[src/rtl/bit_deserializer_pkg.sv]
// Shared types and constants for the bit deserializer.
package bit_deser_pkg;

  localparam int unsigned DEFAULT_WIDTH = 8;

  typedef enum logic [1:0] {
    IDLE   = 2'd0,
    SHIFT  = 2'd1,
    PARITY = 2'd2,
    HOLD   = 2'd3
  } state_e;

  // Index counter width; never below 1 bit.
  function automatic int unsigned idx_width(input int unsigned w);
    return (w > 1) ? $clog2(w) : 1;
  endfunction

endpackage

[src/rtl/bit_index_counter.sv]
// Loadable up/down bit-index counter with a flag marking the final position.
module bit_index_counter
  import bit_deser_pkg::*;
#(
  parameter int unsigned WIDTH     = DEFAULT_WIDTH,
  parameter bit          MSB_FIRST = 1'b1,
  localparam int unsigned IDX_W    = idx_width(WIDTH)
) (
  input  logic             clk,
  input  logic             rst_n,
  input  logic             load,
  input  logic             step,
  output logic [IDX_W-1:0] idx,
  output logic             last_c
);

  localparam logic [IDX_W-1:0] START_IDX = MSB_FIRST ? IDX_W'(WIDTH - 1) : '0;
  localparam logic [IDX_W-1:0] FINAL_IDX = MSB_FIRST ? '0 : IDX_W'(WIDTH - 1);

  logic [IDX_W-1:0] idx_q, idx_d;

  assign last_c = (idx_q == FINAL_IDX);
  assign idx    = idx_q;

  // Reload on word release; otherwise step toward the final position and park there.
  always_comb begin
    idx_d = idx_q;
    if (load) begin
      idx_d = START_IDX;
    end else if (step && !last_c) begin
      idx_d = MSB_FIRST ? (idx_q - IDX_W'(1)) : (idx_q + IDX_W'(1));
    end
  end

  // Index register.
  always_ff @(posedge clk or negedge rst_n) begin
    if (!rst_n) idx_q <= START_IDX;
    else        idx_q <= idx_d;
  end

endmodule

[src/rtl/bit_deserializer.sv]
// Serial-to-parallel word assembler with valid/ready on both sides.
// Optional trailing even-parity bit: define BIT_DESER_PARITY_EN.
module bit_deserializer
  import bit_deser_pkg::*;
#(
  parameter int unsigned WIDTH     = DEFAULT_WIDTH,
  parameter bit          MSB_FIRST = 1'b1
) (
  input  logic             clk,
  input  logic             rst_n,
  input  logic             enable,
  input  logic             in_bit,
  input  logic             in_valid,
  output logic             in_ready,
  output logic [WIDTH-1:0] out_data,
  output logic             out_valid,
  input  logic             out_ready,
  output logic             parity_err
);

  localparam int unsigned IDX_W = idx_width(WIDTH);

  state_e           state_q, state_d;
  logic [WIDTH-1:0] word_q, word_d;
  logic [WIDTH-1:0] out_data_q, out_data_d;
  logic             out_valid_q, out_valid_d;
  logic [IDX_W-1:0] idx;
  logic             last_c;
  logic             accept_c;
  logic             data_acc_c;
  logic             release_c;

  // in_ready depends only on state and enable; held low during reset.
  assign in_ready   = rst_n & enable & (state_q != HOLD);
  assign accept_c   = in_valid & in_ready;
  assign data_acc_c = accept_c & ((state_q == IDLE) || (state_q == SHIFT));
  assign release_c  = (state_q == HOLD) & out_ready;

  // Bit position for the next data bit.
  bit_index_counter #(
    .WIDTH     (WIDTH),
    .MSB_FIRST (MSB_FIRST)
  ) u_idx (
    .clk    (clk),
    .rst_n  (rst_n),
    .load   (release_c),
    .step   (data_acc_c),
    .idx    (idx),
    .last_c (last_c)
  );

  // State register.
  always_ff @(posedge clk or negedge rst_n) begin
    if (!rst_n) state_q <= IDLE;
    else        state_q <= state_d;
  end

  // Next-state logic.
  always_comb begin
    state_d = state_q;
    case (state_q)
      IDLE: begin
        if (data_acc_c) state_d = SHIFT;
      end
      SHIFT: begin
        if (data_acc_c && last_c) begin
`ifdef BIT_DESER_PARITY_EN
          state_d = PARITY;
`else
          state_d = HOLD;
`endif
        end
      end
`ifdef BIT_DESER_PARITY_EN
      PARITY: begin
        if (accept_c) state_d = HOLD;
      end
`endif
      HOLD: begin
        if (release_c) state_d = IDLE;
      end
      default: state_d = IDLE;
    endcase
  end

  // Datapath next values: bit insertion, word capture, output valid.
  always_comb begin
    word_d      = word_q;
    out_data_d  = out_data_q;
    out_valid_d = (state_d == HOLD);
    if (release_c) begin
      word_d = '0;
    end else if (data_acc_c) begin
      word_d[idx] = in_bit;
    end
    if (data_acc_c && (state_q == SHIFT) && last_c) begin
      out_data_d = word_d;
    end
  end

  // Datapath registers.
  always_ff @(posedge clk or negedge rst_n) begin
    if (!rst_n) begin
      word_q      <= '0;
      out_data_q  <= '0;
      out_valid_q <= 1'b0;
    end else begin
      word_q      <= word_d;
      out_data_q  <= out_data_d;
      out_valid_q <= out_valid_d;
    end
  end

  assign out_data  = out_data_q;
  assign out_valid = out_valid_q;

`ifdef BIT_DESER_PARITY_EN
  logic parity_err_q, parity_err_d;

  // Even-parity check over the completed word plus the received parity bit.
  always_comb begin
    parity_err_d = parity_err_q;
    if (release_c) begin
      parity_err_d = 1'b0;
    end else if (accept_c && (state_q == PARITY)) begin
      parity_err_d = ^{word_q, in_bit};
    end
  end

  // Parity flag register.
  always_ff @(posedge clk or negedge rst_n) begin
    if (!rst_n) parity_err_q <= 1'b0;
    else        parity_err_q <= parity_err_d;
  end

  assign parity_err = parity_err_q;
`else
  assign parity_err = 1'b0;
`endif

endmodule
[config.mk]
export PLATFORM = sky130hd
export DESIGN_NAME = bit_deserializer
export DESIGN_NICKNAME = d
export VERILOG_FILES = /design/src/rtl/bit_deserializer_pkg.sv /design/src/rtl/bit_index_counter.sv /design/src/rtl/bit_deserializer.sv
export SDC_FILE = /design/constraint.sdc
export NUM_CORES = 1
export LEC_CHECK = 0
export CAP_MARGIN = 20
export CELL_PAD_IN_SITES_DETAIL_PLACEMENT = 1
export CELL_PAD_IN_SITES_GLOBAL_PLACEMENT = 1
export CORE_UTILIZATION = 44
export CTS_BUF_LIST = sky130_fd_sc_hd__clkbuf_8 sky130_fd_sc_hd__clkbuf_16
export DETAILED_ROUTE_END_ITERATION = 8
export PLACE_DENSITY = 0.92
export SLEW_MARGIN = 30
export SYNTH_ARGS = -nofsm -noshare
export SYNTH_HDL_FRONTEND = slang
export SYNTH_SLANG_ARGS = --single-unit
[constraint.sdc]
create_clock -name clk -period 3.6 [get_ports clk]
set_input_delay 0.72 -clock clk [delete_from_list [all_inputs] [get_ports clk]]
set_output_delay 0.72 -clock clk [all_outputs]
set_load 0.005 [all_outputs]
==> metrics <==
Post-Route Skew=0.00168 ns; most common cell type on the critical path=sky130_fd_sc_hd__clkdlybuf4s50_1; required time reported for the critical path endpoint=roughly 2.9 ns; GP Congestion=0.789; Post-route DRC=0; initial antenna violation count=0; number of design-rule violations left by the first detailed-router iteration=8; fraction of synthesis flops using an asynchronous set or reset pin=100%; buffering stage count on the worst path with inverters included=3; total placed cells including tap cells=133; part of the Yosys area used for sequential elements=around half; met2 track utilization from global routing=42.4%; DIE HEIGHT=about 52 um; Min-Delay Path Depth=1; max-cap violations=0; power per standard cell area=a little over 700 nW/um^2; initial core utilization=47.6%; peak clock frequency supported by timing=351 MHz; die outline area=around 2700 um^2; worst-case vdd ir drop=0.000417 V; kind of critical path=primary input to output pin; Detailed Routing Iterations Pass 1=4; # port buffers=15; Root Driver=sky130_fd_sc_hd__clkbuf_8; fraction of layout cells with a size suffix above 1=21.1%; global-route wire length before repair=4220 um; GRT Overall Usage=23.2%; Worst Setup Start Kind=primary input; number of antenna diodes=0; Die Width=51.6 um; Static Leakage=~0.62 nW; pin count of the biggest net entering global routing=14; delay of the slowest cell on the worst path=between 0.5 and 0.6 ns; post-synth net total=between 100 and 150; CP Capture Type=output pin; total setup violations reported at the end of the flow=0; maximum fanout encountered on the critical timing path=13; total detailed-routing wirelength=2580 um; min-delay worst type=register to register; Std-Cell Rows=17; Worst Hold Path EP=out_data[7]$_DFFE_PN0P_; met1 Track Usage GR=26.2%; vias per inst=5.78; Clock Sinks=22; crit path DAT=2.13 ns; unrepaired setup endpoints after global routing=no; number of nets at the end of the flow=118; total gr overflow=0; final-report hold violation count=0; Min-Delay Startpoint=out_data[7]$_DFFE_PN0P_; length in cells of the worst reg-to-reg path=5; utilization after layout=57.7%; flop-to-flop setup slack=1.75 ns; total number of vias=792; result of the run=finished, final reports clean; hold_buf cts=0; Avg Cell Area, Syn=roughly 12 um^2; Critical-path top delay cell=sky130_fd_sc_hd__clkdlybuf4s50_1; CP top delay family=buffers and inverters; hpwl dp=1660 um; number of CTS-inserted buffers=3; ys flop type=sky130_fd_sc_hd__dfrtp_1; cell chain of the critical path=clkdlybuf4s50_1 > buf_4 > nand2_1 > a21oi_1 > clkdlybuf4s50_1; number of distinct library cells after synthesis=29; CTS H-tree lvls=1; fin crit share=79.1%; GRT Max-Usage Layer=met2; count of cells resized by post-cts repair=0; GR Util met3=3.51%; Final Instance Count excl. Fillers=137; max-slew violations=0; yosys warns=0; vias in the first global route=848; capturing point of the worst reg2reg path=out_data[3]$_DFFE_PN0P_; Seq cells post-synth=22; number of buffers inserted by post-CTS setup repair=0; final total negative setup slack=0 ns; P&R area growth vs syn=21.1%; number of primary I/O pins=17; final period demand of the worst path=2.85 ns; clock latency on the worst-skew pair=0.27 ns; DR WL/cell=between 15 and 20 um; number of antenna-violating nets in the routed design=0; number of buffers on the longest clock path=2; post-synthesis instance area=between 1000 and 1500 um^2; Post-Syn Instances=93; clock tree from TritonCTS=yes; clock-pin transition on the worst setup and hold timing paths=approximately 0.080 ns; count of flip-flops with a built-in enable after synthesis=0; Core Region=~2300 um^2; launch instance of the worst register-to-register path=u_idx.idx[0]$_DFFE_PN1P_
-- area by class of cell --
type                       count  area, um^2
tap                           28        35.0
clock buffer                   4        55.1
timing repair buffer          17         165
fill                         228         963
sequential                    22         554
multi-input combinational     62         488
inverter                       4        15.0
-- cells in the mapped netlist, types with 2 or more instances --
library cell               number  area (um^2)
sky130_fd_sc_hd__nand2b_1       3         18.8
sky130_fd_sc_hd__nor2_1         3         11.3
sky130_fd_sc_hd__ha_1           2         25.0
sky130_fd_sc_hd__dfstp_2        3         78.8
sky130_fd_sc_hd__nand3_1        2         10.0
sky130_fd_sc_hd__dfrtp_1       19          475
sky130_fd_sc_hd__a31oi_1        2         12.5
sky130_fd_sc_hd__nand4_1        3         18.8
sky130_fd_sc_hd__nand2_1       11         41.3
sky130_fd_sc_hd__mux2_2        12          135
sky130_fd_sc_hd__nor3_1         2         10.0
sky130_fd_sc_hd__mux2i_1        7         70.1
sky130_fd_sc_hd__inv_1          4         15.0
sky130_fd_sc_hd__a211oi_1       2         15.0
sky130_fd_sc_hd__buf_2          3         15.0
sky130_fd_sc_hd__a21oi_1        2         10.0
-- worst max path at each step --
stage             start                      end  slack [ns]  cells after the start
2_1_floorplan  in_valid  out_data[0]$_DFFE_PN0P_        1.90                      3
3_5_place_dp      rst_n                 in_ready        0.75                      5
6_report          rst_n                 in_ready        0.75                      5
4_1_cts           rst_n                 in_ready        0.73                      5
3_3_place_gp      rst_n                 in_ready        0.77                      5
5_1_grt           rst_n                 in_ready        0.67                      5
-- metrics by stage --
stage / setup WS (ns) / cell area [um^2] / power (W) / hold slack [ns]
final: 0.753 / 1310 / 0.000935 / 0.510
after global routing: 0.672 / 1310 / 0.000984 / 0.518
after global placement: 0.769 / 1260 / 0.000711 / 0.488
after floorplan: 1.90 / 1080 / 0.000609 / 0.424
after CTS: 0.735 / 1310 / 0.000939 / 0.513
after detailed placement: 0.751 / 1260 / 0.000740 / 0.495
-- state kept, by name, indices dropped and copies added, names as in the netlist --
register	cells
out_data	8
out_valid	1
u_idx.idx	3
word_q	8
state_q	2
-- cells by family (layout without fill, tap and decap cells) --
group           Yosys count  count (layout)  synth area share (%)
simple gates             30              30                  16.7
flops                    22              22                  51.2
mux                      19              19                  18.9
compound gates           10              10                  6.70
buf+inv                   9              25                  3.81
fa+ha+maj                 2               2                  2.31
other cells               1               1                 0.346
-- worst reg2reg max path, delay by kind of cell (launching register included) --
| kind | cells | cell delay [ns] |
|---|---|---|
| mux | 1 | 0.40 |
| fa+ha+maj | 1 | 0.19 |
| buf+inv | 1 | 0.13 |
| flops | 1 | 0.43 |
| simple gates | 2 | 0.59 |
-- report_power, final --
part	internal, W	switching [W]	total, W
Sequential	0.000352	0.0000924	0.000444
Clock	0.0000977	0.0000827	0.000180
Combinational	0.000170	0.000140	0.000310
Total	0.000620	0.000315	0.000935
-- metal layers --
layer  share of wire, %  vias to the layer above
met5                  0                        -
met4                2.4                        0
met3                2.5                        7
met2                 53                       19
met1                 42                      401
li1                   -                      365
-- cell usage in the layout (no fill, tap or decap), drive strengths merged --
cell type / netlist / routed
nand3: 2 / 2
dfstp: 3 / 3
buf: 4 / 2
a21oi: 2 / 2
nor2: 3 / 3
nand4b: 1 / 1
ha: 2 / 2
o311ai: 1 / 1
inv: 4 / 4
and4b: 1 / 1
clkbuf: 1 / 4
nand2: 11 / 11
nor3: 3 / 3
o41ai: 1 / 1
clkdlybuf4s50: 0 / 15
dfrtp: 19 / 19
mux2: 12 / 12
nand2b: 3 / 3
a31oi: 2 / 2
and3: 1 / 1
nor4: 1 / 1
a211o: 1 / 1
nor4b: 1 / 1
a211oi: 2 / 2
a2bb2oi: 1 / 1
nand4: 3 / 3
mux2i: 7 / 7
conb: 1 / 1
No activity file was read; power rests on OpenSTA's default activity.
